==> config.mk <==
export PLATFORM = sky130hd
export DESIGN_NAME = vx_gpr_bank_arbiter_flat
export DESIGN_NICKNAME = d
export VERILOG_FILES = /design/src/rtl/vx_gpr_bank_arbiter_if.sv /design/src/rtl/vx_gpr_bank_arbiter.sv /design/src/flat_wrapper.sv
export SDC_FILE = /design/constraint.sdc
export NUM_CORES = 2
export LEC_CHECK = 0
export BUFFER_PORTS_ARGS = -buffer_cell sky130_fd_sc_hd__buf_2
export CAP_MARGIN = 20
export CORE_AREA = 2 2 456 458
export CTS_CLUSTER_DIAMETER = 50
export DETAILED_ROUTE_END_ITERATION = 12
export DIE_AREA = 0 0 458 460
export PLACE_DENSITY = 0.3
export REMOVE_ABC_BUFFERS = 1
export SYNTH_ARGS = -nofsm -noshare
export SYNTH_HDL_FRONTEND = slang
export SYNTH_SLANG_ARGS = --single-unit
==> constraint.sdc <==
create_clock -name clk -period 2.9 [get_ports clk]
set_input_delay 0.145 -clock clk [delete_from_list [all_inputs] [get_ports clk]]
set_output_delay 0.145 -clock clk [all_outputs]
set_load 0.1 [all_outputs]
==> src/rtl/vx_gpr_bank_arbiter_if.sv <==
// Collector/bank-side bus of the GPR bank arbiter: request/grant, bank read ports, responses.
// The master side is the surrounding collectors plus the bank RAMs.
interface vx_gpr_bank_arbiter_if #(
  parameter int NUM_REQS  = 4,
  parameter int NUM_BANKS = 4,
  parameter int ADDR_W    = 10,
  parameter int OPD_ID_W  = 2,
  parameter int DATAW     = 128,
  parameter int BSEL_W    = (NUM_BANKS > 1) ? $clog2(NUM_BANKS) : 0,
  parameter int BADDR_W   = ADDR_W - BSEL_W
);
  logic [NUM_REQS-1:0]           req_valid;
  logic [NUM_REQS*ADDR_W-1:0]    req_addr;
  logic [NUM_REQS*OPD_ID_W-1:0]  req_opd_id;
  logic [NUM_REQS-1:0]           req_ready;
  logic [NUM_BANKS-1:0]          bank_rd_en;
  logic [NUM_BANKS*BADDR_W-1:0]  bank_rd_addr;
  logic [NUM_BANKS*DATAW-1:0]    bank_rd_data;
  logic [NUM_REQS-1:0]           rsp_valid;
  logic [NUM_REQS*OPD_ID_W-1:0]  rsp_opd_id;
  logic [NUM_REQS*DATAW-1:0]     rsp_data;

  modport master (
    output req_valid, req_addr, req_opd_id, bank_rd_data,
    input  req_ready, bank_rd_en, bank_rd_addr, rsp_valid, rsp_opd_id, rsp_data
  );

  modport slave (
    input  req_valid, req_addr, req_opd_id, bank_rd_data,
    output req_ready, bank_rd_en, bank_rd_addr, rsp_valid, rsp_opd_id, rsp_data
  );
endinterface

==> src/rtl/vx_gpr_bank_arbiter.sv <==
// Routes operand-collector register reads to GPR banks with per-bank round-robin arbitration
// and returns tagged read data READ_LATENCY cycles after the grant.
module vx_gpr_bank_arbiter #(
  parameter int NUM_REQS     = 4,
  parameter int NUM_BANKS    = 4,
  parameter int ADDR_W       = 10,
  parameter int OPD_ID_W     = 2,
  parameter int DATAW        = 128,
  parameter int READ_LATENCY = 1
) (
  input  logic                clk,
  input  logic                reset,
  vx_gpr_bank_arbiter_if.slave bus,
  output logic [31:0]         perf_conflicts
);
  localparam int BSEL_W  = (NUM_BANKS > 1) ? $clog2(NUM_BANKS) : 0;
  localparam int BADDR_W = ADDR_W - BSEL_W;
  localparam int RID_W   = (NUM_REQS > 1) ? $clog2(NUM_REQS) : 1;
  localparam int BIDX_W  = (BSEL_W > 0) ? BSEL_W : 1;
  localparam int TAIL    = READ_LATENCY - 1;

  function automatic logic [RID_W-1:0] rr_idx(input logic [RID_W-1:0] base, input int unsigned off);
    return RID_W'((32'(base) + off) % NUM_REQS);
  endfunction

  logic [BIDX_W-1:0]   req_bank  [NUM_REQS];
  logic [BADDR_W-1:0]  req_baddr [NUM_REQS];
  logic [OPD_ID_W-1:0] req_opd   [NUM_REQS];
  logic [DATAW-1:0]    bank_data [NUM_BANKS];

  for (genvar i = 0; i < NUM_REQS; i++) begin : g_req
    assign req_baddr[i] = bus.req_addr[i*ADDR_W+BSEL_W +: BADDR_W];
    assign req_opd[i]   = bus.req_opd_id[i*OPD_ID_W +: OPD_ID_W];
    if (BSEL_W > 0) begin : g_bsel
      assign req_bank[i] = bus.req_addr[i*ADDR_W +: BIDX_W];
    end else begin : g_nobsel
      assign req_bank[i] = '0;
    end
  end

  for (genvar b = 0; b < NUM_BANKS; b++) begin : g_bank_data
    assign bank_data[b] = bus.bank_rd_data[b*DATAW +: DATAW];
  end

  logic [RID_W-1:0]    ptr_q     [NUM_BANKS];
  logic [NUM_REQS-1:0] cand      [NUM_BANKS];
  logic [NUM_BANKS-1:0] bank_multi;
  logic [NUM_BANKS-1:0] grant_en;
  logic [RID_W-1:0]    grant_rid [NUM_BANKS];
  logic [OPD_ID_W-1:0] grant_opd [NUM_BANKS];
  logic [BADDR_W-1:0]  bank_addr_c [NUM_BANKS];
  logic [NUM_REQS-1:0] ready_c;

  always_comb begin
    for (int unsigned b = 0; b < NUM_BANKS; b++) begin
      cand[b] = '0;
      for (int unsigned i = 0; i < NUM_REQS; i++) begin
        cand[b][i] = bus.req_valid[i] && (req_bank[i] == BIDX_W'(b));
      end
      bank_multi[b] = (cand[b] & (cand[b] - 1'b1)) != '0;
    end
  end

  // First candidate found walking upward from ptr wins; reset suppresses every grant.
  always_comb begin
    grant_en = '0;
    for (int unsigned b = 0; b < NUM_BANKS; b++) begin
      grant_rid[b] = '0;
      for (int unsigned k = 0; k < NUM_REQS; k++) begin
        if (!reset && !grant_en[b] && cand[b][rr_idx(ptr_q[b], k)]) begin
          grant_en[b]  = 1'b1;
          grant_rid[b] = rr_idx(ptr_q[b], k);
        end
      end
      grant_opd[b]   = req_opd[grant_rid[b]];
      bank_addr_c[b] = grant_en[b] ? req_baddr[grant_rid[b]] : '0;
    end
  end

  always_comb begin
    ready_c = '0;
    for (int unsigned i = 0; i < NUM_REQS; i++) begin
      for (int unsigned b = 0; b < NUM_BANKS; b++) begin
        if (grant_en[b] && grant_rid[b] == RID_W'(i)) ready_c[i] = 1'b1;
      end
    end
  end

  assign bus.req_ready  = ready_c;
  assign bus.bank_rd_en = grant_en;
  for (genvar b = 0; b < NUM_BANKS; b++) begin : g_bank_addr
    assign bus.bank_rd_addr[b*BADDR_W +: BADDR_W] = bank_addr_c[b];
  end

  always_ff @(posedge clk) begin
    if (reset) begin
      for (int unsigned b = 0; b < NUM_BANKS; b++) ptr_q[b] <= '0;
      perf_conflicts <= '0;
    end else begin
      for (int unsigned b = 0; b < NUM_BANKS; b++) begin
        if (grant_en[b]) ptr_q[b] <= rr_idx(grant_rid[b], 1);
      end
      if (|bank_multi && perf_conflicts != '1) perf_conflicts <= perf_conflicts + 32'd1;
    end
  end

  logic                pipe_valid [NUM_BANKS][READ_LATENCY];
  logic [RID_W-1:0]    pipe_rid   [NUM_BANKS][READ_LATENCY];
  logic [OPD_ID_W-1:0] pipe_opd   [NUM_BANKS][READ_LATENCY];

  // Only valid bits are cleared on reset; rid/opd are qualified by valid.
  always_ff @(posedge clk) begin
    for (int unsigned b = 0; b < NUM_BANKS; b++) begin
      pipe_valid[b][0] <= grant_en[b];
      pipe_rid[b][0]   <= grant_rid[b];
      pipe_opd[b][0]   <= grant_opd[b];
      for (int unsigned s = 1; s < READ_LATENCY; s++) begin
        pipe_valid[b][s] <= pipe_valid[b][s-1] && !reset;
        pipe_rid[b][s]   <= pipe_rid[b][s-1];
        pipe_opd[b][s]   <= pipe_opd[b][s-1];
      end
    end
  end

  logic [NUM_REQS-1:0] rsp_valid_c;
  logic [OPD_ID_W-1:0] rsp_opd_c  [NUM_REQS];
  logic [DATAW-1:0]    rsp_data_c [NUM_REQS];

  always_comb begin
    rsp_valid_c = '0;
    for (int unsigned r = 0; r < NUM_REQS; r++) begin
      rsp_opd_c[r]  = '0;
      rsp_data_c[r] = '0;
    end
    for (int unsigned b = 0; b < NUM_BANKS; b++) begin
      if (pipe_valid[b][TAIL]) begin
        rsp_valid_c[pipe_rid[b][TAIL]] = 1'b1;
        rsp_opd_c[pipe_rid[b][TAIL]]   = pipe_opd[b][TAIL];
        rsp_data_c[pipe_rid[b][TAIL]]  = bank_data[b];
      end
    end
  end

  assign bus.rsp_valid = rsp_valid_c;
  for (genvar r = 0; r < NUM_REQS; r++) begin : g_rsp
    assign bus.rsp_opd_id[r*OPD_ID_W +: OPD_ID_W] = rsp_opd_c[r];
    assign bus.rsp_data[r*DATAW +: DATAW]         = rsp_data_c[r];
  end
endmodule

==> src/flat_wrapper.sv <==
// flat-port wrapper written by rule: the top's interface ports become plain ports
module vx_gpr_bank_arbiter_flat 
#(
  parameter int NUM_REQS     = 4,
  parameter int NUM_BANKS    = 4,
  parameter int ADDR_W       = 10,
  parameter int OPD_ID_W     = 2,
  parameter int DATAW        = 128,
  parameter int READ_LATENCY = 1
)
  (clk, reset, perf_conflicts, bus_req_valid, bus_req_addr, bus_req_opd_id, bus_bank_rd_data, bus_req_ready, bus_bank_rd_en, bus_bank_rd_addr, bus_rsp_valid, bus_rsp_opd_id, bus_rsp_data);
  vx_gpr_bank_arbiter_if #(.NUM_REQS(NUM_REQS), .NUM_BANKS(NUM_BANKS), .ADDR_W(ADDR_W), .OPD_ID_W(OPD_ID_W), .DATAW(DATAW)) bus_i ();
  input  logic clk;
  input  logic reset;
  output logic [31:0] perf_conflicts;
  input wire logic [$bits(bus_i.req_valid)-1:0] bus_req_valid;
  input wire logic [$bits(bus_i.req_addr)-1:0] bus_req_addr;
  input wire logic [$bits(bus_i.req_opd_id)-1:0] bus_req_opd_id;
  input wire logic [$bits(bus_i.bank_rd_data)-1:0] bus_bank_rd_data;
  output wire logic [$bits(bus_i.req_ready)-1:0] bus_req_ready;
  output wire logic [$bits(bus_i.bank_rd_en)-1:0] bus_bank_rd_en;
  output wire logic [$bits(bus_i.bank_rd_addr)-1:0] bus_bank_rd_addr;
  output wire logic [$bits(bus_i.rsp_valid)-1:0] bus_rsp_valid;
  output wire logic [$bits(bus_i.rsp_opd_id)-1:0] bus_rsp_opd_id;
  output wire logic [$bits(bus_i.rsp_data)-1:0] bus_rsp_data;
  assign bus_i.req_valid = bus_req_valid;
  assign bus_i.req_addr = bus_req_addr;
  assign bus_i.req_opd_id = bus_req_opd_id;
  assign bus_i.bank_rd_data = bus_bank_rd_data;
  assign bus_req_ready = bus_i.req_ready;
  assign bus_bank_rd_en = bus_i.bank_rd_en;
  assign bus_bank_rd_addr = bus_i.bank_rd_addr;
  assign bus_rsp_valid = bus_i.rsp_valid;
  assign bus_rsp_opd_id = bus_i.rsp_opd_id;
  assign bus_rsp_data = bus_i.rsp_data;
  vx_gpr_bank_arbiter #(.NUM_REQS(NUM_REQS), .NUM_BANKS(NUM_BANKS), .ADDR_W(ADDR_W), .OPD_ID_W(OPD_ID_W), .DATAW(DATAW), .READ_LATENCY(READ_LATENCY)) u_core (.clk(clk), .reset(reset), .bus(bus_i), .perf_conflicts(perf_conflicts));
endmodule
Word-level counts from Yosys, hierarchy flattened
Memories as Yosys holds them, arrays and structs flattened.
Cells that the tools add are included.
{"block": "totals", "regBits": 32, "latchBits": 0, "ram_bits": 28, "rom_bits": 0, "word_cells": 371, "n_memories": 4}
{"memory": "u_core.pipe_opd", "depth": 4, "word_bits": 2, "rd": 4, "rd_ports_with_merged_regs": 0, "wr": 4, "line": "vx_gpr_bank_arbiter.sv:109", "rtl": "logic [OPD_ID_W-1:0] pipe_opd [NUM_BANKS][READ_LATENCY];"}
{"memory": "u_core.pipe_rid", "depth": 4, "word_bits": 2, "rd": 4, "rd_ports_with_merged_regs": 0, "wr": 4, "line": "vx_gpr_bank_arbiter.sv:108", "rtl": "logic [RID_W-1:0] pipe_rid [NUM_BANKS][READ_LATENCY];"}
{"memory": "u_core.ptr_q", "depth": 4, "word_bits": 2, "rd": 4, "rd_ports_with_merged_regs": 0, "wr": 4, "line": "vx_gpr_bank_arbiter.sv:45", "rtl": "logic [RID_W-1:0] ptr_q [NUM_BANKS];"}
{"memory": "u_core.pipe_valid", "depth": 4, "word_bits": 1, "rd": 4, "rd_ports_with_merged_regs": 0, "wr": 4, "line": "vx_gpr_bank_arbiter.sv:107", "rtl": "logic pipe_valid [NUM_BANKS][READ_LATENCY];"}
{"block": "op_classes", "add_sub_neg": 21, "n_mul": 0, "n_div": 0, "n_lt_le_gt_ge": 36, "eq_ne": 25, "shifts": 0, "mux": 168, "bitwise": 21, "n_reduce_logical": 95}
{"cell": "two-way mux 512 bit", "count": 4}
{"cell": "bitwise mux 512 bit", "count": 3}
{"cell": "demux 128 bit (select 2 bit)", "count": 4}
{"cell": "bitwise AND 512 bit", "count": 1}
{"cell": "two-way mux 128 bit", "count": 4}
{"cell": "two-way mux 8 bit", "count": 16}
{"cell": "logical AND 1 bit", "count": 69}
{"cell": "two-way mux 1 bit", "count": 66}
{"cell": "binary-select mux 8 bit (select 2 bit)", "count": 4}
{"cell": "two-way mux 2 bit", "count": 32}
{"cell": "< comparator 2 x 3 -> 1 bit (second input constant)", "count": 20}
{"cell": "adder 32 x 1 -> 32 bit (second input constant)", "count": 1}
{"cell": "binary-select mux 1 bit (select 2 bit)", "count": 16}
{"cell": "equality test 2 bit (second input constant)", "count": 16}
{"cell": "inequality test 32 bit (second input constant)", "count": 1}
{"cell": "bitwise mux 8 bit", "count": 3}
{"cell": ">= comparator 3 bit (second input constant)", "count": 8}
{"cell": "inverter 2 -> 3 bit", "count": 8}
{"cell": "adder 2 x 1 -> 2 bit (second input constant)", "count": 8}
{"cell": "adder 2 bit (second input constant)", "count": 8}
{"cell": "bitwise AND 4 bit", "count": 4}
{"cell": "binary-select mux 2 bit (select 2 bit)", "count": 4}
{"cell": "demux 2 bit (select 2 bit)", "count": 4}
{"cell": "equality test 2 x 1 -> 1 bit (second input constant)", "count": 8}
{"cell": "12 further kinds", "count": 54}

Logic depth before layout (Yosys ltp)
{"block": "depth", "ltp_word": 24, "ltp_mapped": 11, "ltp_nobuf": 10}

Least setup slack after synthesis
OpenSTA, ideal clock, no wires.
{"block": "synth_path", "kind": "input -> output", "start": "input port reset", "end": "output port bus_bank_rd_addr[30]", "arrival_ns": 4.445, "required_ns": 2.755, "slack_ns": -1.690, "stages": 5, "path_buffers": 2, "path_cell_list": "buf_2 clkbuf_1 a41oi_1 nand2_1 o22ai_1"}
{"element": "start: declaration", "line": "flat_wrapper.sv:14", "rtl": "input logic reset;"}
{"element": "logical NOT 1 bit (*)", "line": "vx_gpr_bank_arbiter.sv:70", "rtl": "if (!reset && !grant_en[b] && cand[b][rr_idx(ptr_q[b], k)]) begin"}
{"element": "logical AND 1 bit", "line": "vx_gpr_bank_arbiter.sv:70"}
{"element": "two-way mux 1 bit", "line": "vx_gpr_bank_arbiter.sv:70"}
{"element": "logical NOT 1 bit", "line": "vx_gpr_bank_arbiter.sv:70"}
{"element": "logical AND 1 bit (2 in series)", "line": "vx_gpr_bank_arbiter.sv:70"}
{"element": "two-way mux 1 bit", "line": "vx_gpr_bank_arbiter.sv:70"}
{"element": "logical NOT 1 bit", "line": "vx_gpr_bank_arbiter.sv:70"}
{"element": "logical AND 1 bit (2 in series)", "line": "vx_gpr_bank_arbiter.sv:70"}
{"element": "two-way mux 1 bit", "line": "vx_gpr_bank_arbiter.sv:70"}
{"element": "logical NOT 1 bit", "line": "vx_gpr_bank_arbiter.sv:70"}
{"element": "logical AND 1 bit (2 in series)", "line": "vx_gpr_bank_arbiter.sv:70"}
{"element": "two-way mux 1 bit (*)", "line": "vx_gpr_bank_arbiter.sv:70"}
{"element": "net bus_bank_rd_en[3]", "line": "flat_wrapper.sv:21", "rtl": "output wire logic [$bits(bus_i.bank_rd_en)-1:0] bus_bank_rd_en;"}
{"element": "two-way mux 8 bit (*)", "line": "vx_gpr_bank_arbiter.sv:76", "rtl": "bank_addr_c[b] = grant_en[b] ? req_baddr[grant_rid[b]] : '0;"}
{"element": "end: declaration", "line": "flat_wrapper.sv:22", "rtl": "output wire logic [$bits(bus_i.bank_rd_addr)-1:0] bus_bank_rd_addr;"}
Mark *: on every way through the listed nets, which the timed path passes. The rest lies on a longest branch. The select of a mux whose other input is x is not followed.

==> qor.txt <==
status -> complete, but fails checks
failing checks -> negative setup slack
DR WL/cell -> 33.7 µm
commonest non-fill, non-tap cells in the layout -> o21ai_0, buf_2, buf_12, nand2_1, a221o_1
final total power -> 32.9 mW
remaining antenna violation count after routing -> 0
LEAKAGE -> 14.9 nW
commonest non-fill, non-tap cell in the layout -> o21ai_0
placed cell area -> 38,200 µm²
share of layout cells above drive strength 1 -> 0.404
grt met2 use -> 0.359
RSZ-0062 raised after global routing -> yes
hold buffers post-CTS -> 0
iteration count of the initial detailed-routing pass -> 8
#FFs+latches synth -> 60
setup ws final -> -0.222 ns
Max FO, Critical Path -> 6
vias -> 32,809
synthesis-to-finish area growth -> 114%
nets@finish -> 4,795
R2R Path Start -> u_core.ptr_q[2][0]
CP Launch Point -> u_core.ptr_q[1][0]
total gr overflow -> 0
clock buffer count from CTS -> 9
initial antenna violation count -> 92
worst slew pin tran -> 0.790 ns
synth top area cells -> o21ai_0, a221o_1, nand2_1, clkbuf_1, dfxtp_1
post-place setup slack -> -0.0121 ns
worst-skew pair later-pin latency -> 0.35 ns
min Tclk post-route -> 3.12 ns
post-layout util -> 0.194
clock buffer depth -> 2
dpl hpwl -> 184,000 µm
Reg2Reg Depth -> 11
FP Rows -> 167
die area -> 211,000 µm²
Worst Clk Skew -> 0.00892 ns
crit path DAT -> 2.98 ns
Synth Cell Area -> 18,700 µm²
worst setup path category -> reg2out
Rel. slew slack -> 0.473
PwrDens -> 824 nW/µm²
GR Layer Usage met3 -> 0.0593
Syn Inst Count -> 3,017
htree depth -> 3
largest net degree at the start of global routing -> 119
num ports -> 1,162
Max Cap Viol -> 0
Post-synth ARST share -> 0
first-pass GRT wire length -> 305,000 µm
Top FF cell, synth -> dfxtp_1
Placer Congestion -> 0.892
Yosys warning total -> 0
Final Hold Fails -> 0
sequential area share after synthesis -> 0.0686
Reg clk slew, reported paths -> 0.06 ns
CP endpoint kind -> primary output
Die Height -> 460 µm
crit path capture -> bus_bank_rd_addr[10]
number of synthesized flops with an enable pin -> 8
IO Port Bufs -> 1,161
final WL -> 235,000 µm
GRT Resource Usage Total -> 0.209
via/cell ratio -> 4.70
Distinct cells, synth -> 84
VDD IR-drop max -> 0.610 mV
core box area -> 206,000 µm²
reg2reg setup slack -> 0.24 ns
syn avg cell area -> 6.19 µm²
reg2reg end -> u_core.pipe_opd[2][0]
Hold WC Path Type -> in2reg
Critical Path RT -> 2.76 ns
Synth area leader -> o21ai_0
vias in the first global route -> 31,067
Final Max Tran Viols -> 0
Startpoint Class -> flop
layer with the highest usage -> met2
Peak Freq -> 0.320 GHz
CTS tree -> yes
M1 GR Usage -> 0.247
fin crit share -> 1.08
drt drc -> 0
die width -> 458 µm
Starting Density -> 0.0906
filler instances -> 23,078
Sink Count -> 60
CTS Root Cell -> clkbuf_16
First DRT Iteration DRCs -> 3,651
Synth top area share -> 0.281
endpoints failing setup -> 20
design area -> 39,900 µm²
==> through the flow <==
step	setup TNS (ns)	std cells	hold WS [ns]
floorplan	-5413.71	2641	0.214
global placement	-0.539	6866	0.484
detailed placement	-0.0121	6866	0.489
CTS	-1.98	6908	0.120
global route	-4.19	6970	0.147
finish	-2.16	6982	0.133
==> report_power, final <==
part / leakage, nW / switching [mW] / internal (mW) / total (mW)
Sequential: 0.512 / 0.162 / 0.956 / 1.12
Combinational: 14.2 / 20.4 / 10.2 / 30.6
Clock: 0.157 / 0.442 / 0.732 / 1.17
==> cells by family after synthesis <==
family	after synthesis	synth area share
AO/OA/AOI/OAI	1685	0.607
buffers and inverters	392	0.0829
flip-flops	60	0.0686
adder cells (fa/ha/maj)	5	0.00335
multiplexers	84	0.0452
XOR/XNOR	25	0.0117
AND/OR/NAND/NOR	766	0.182
==> worst max-delay path, cell delays in order (launching register included) <==
cell	delay [ns]
edfxtp_1	0.49
buf_6	0.19
and4_4	0.17
nor3_4	0.29
o311ai_4	0.14
a221oi_4	0.32
buf_6	0.19
buf_12	0.14
a21oi_1	0.07
a221oi_4	0.27
buf_4	0.17
buf_12	0.16
==> Yosys cell counts, types with 8 or more instances <==
cell type  count
a21oi_1       31
a221o_1      519
buf_1         15
buf_2         14
clkbuf_1     336
dfxtp_1       52
edfxtp_1       8
inv_1         14
mux2i_1       81
nand2_1      560
nand3_1       21
nand3b_1       8
nand4_1       11
nor2_1        54
nor3_1        15
o21ai_0     1050
o22ai_1       27
or4_1         10
xnor2_1       18
==> layer usage <==
metal	share of wire	up-vias	wire, µm
li1	-	14293	-
met1	0.38	16126	90100
met2	0.48	2033	114000
met3	0.093	327	21900
met4	0.040	30	9450
met5	0.00083	-	196
==> cell type report <==
class,count,area (µm²),share of cell area
antenna,49,123,0.00307
clock buffer,15,310,0.00777
clock inverter,1,8.76,0.000219
inverter,16,65.1,0.00163
multi-input combinational,2566,16400,0.410
sequential,60,1290,0.0323
tap,2704,3380,0.0847
timing repair buffer,1571,18400,0.460
==> repair_timing <==
action / 4_1_cts / 5_1_grt
hold endpoints to repair: 0 / 0
pin swaps: 27 / 27
gates resized for setup: 145 / 118
setup endpoints to repair: 151 / 216
buffers inserted: 18 / 23
cloned: 9 / 5
==> state kept, by name, summed over array words and instances (netlist names) <==
name / flops
u_core.ptr_q: 8
u_core.pipe_valid: 4
u_core.pipe_opd: 8
u_core.pipe_rid: 8
u_core.perf_conflicts: 32
==> how the worst min path moves through the flow <==
stage,startpoint,end,slack (ns),depth (start not counted)
2_1_floorplan,reset,u_core.perf_conflicts[15],0.21,1
3_3_place_gp,u_core.perf_conflicts[31],u_core.perf_conflicts[31],0.48,2
3_5_place_dp,u_core.perf_conflicts[15],u_core.perf_conflicts[15],0.49,2
4_1_cts,bus_req_opd_id[0],u_core.pipe_opd[3][0],0.12,3
5_1_grt,bus_req_opd_id[0],u_core.pipe_opd[3][0],0.15,3
6_report,bus_req_opd_id[0],u_core.pipe_opd[3][0],0.13,3
(Power assumes the default switching activity.)
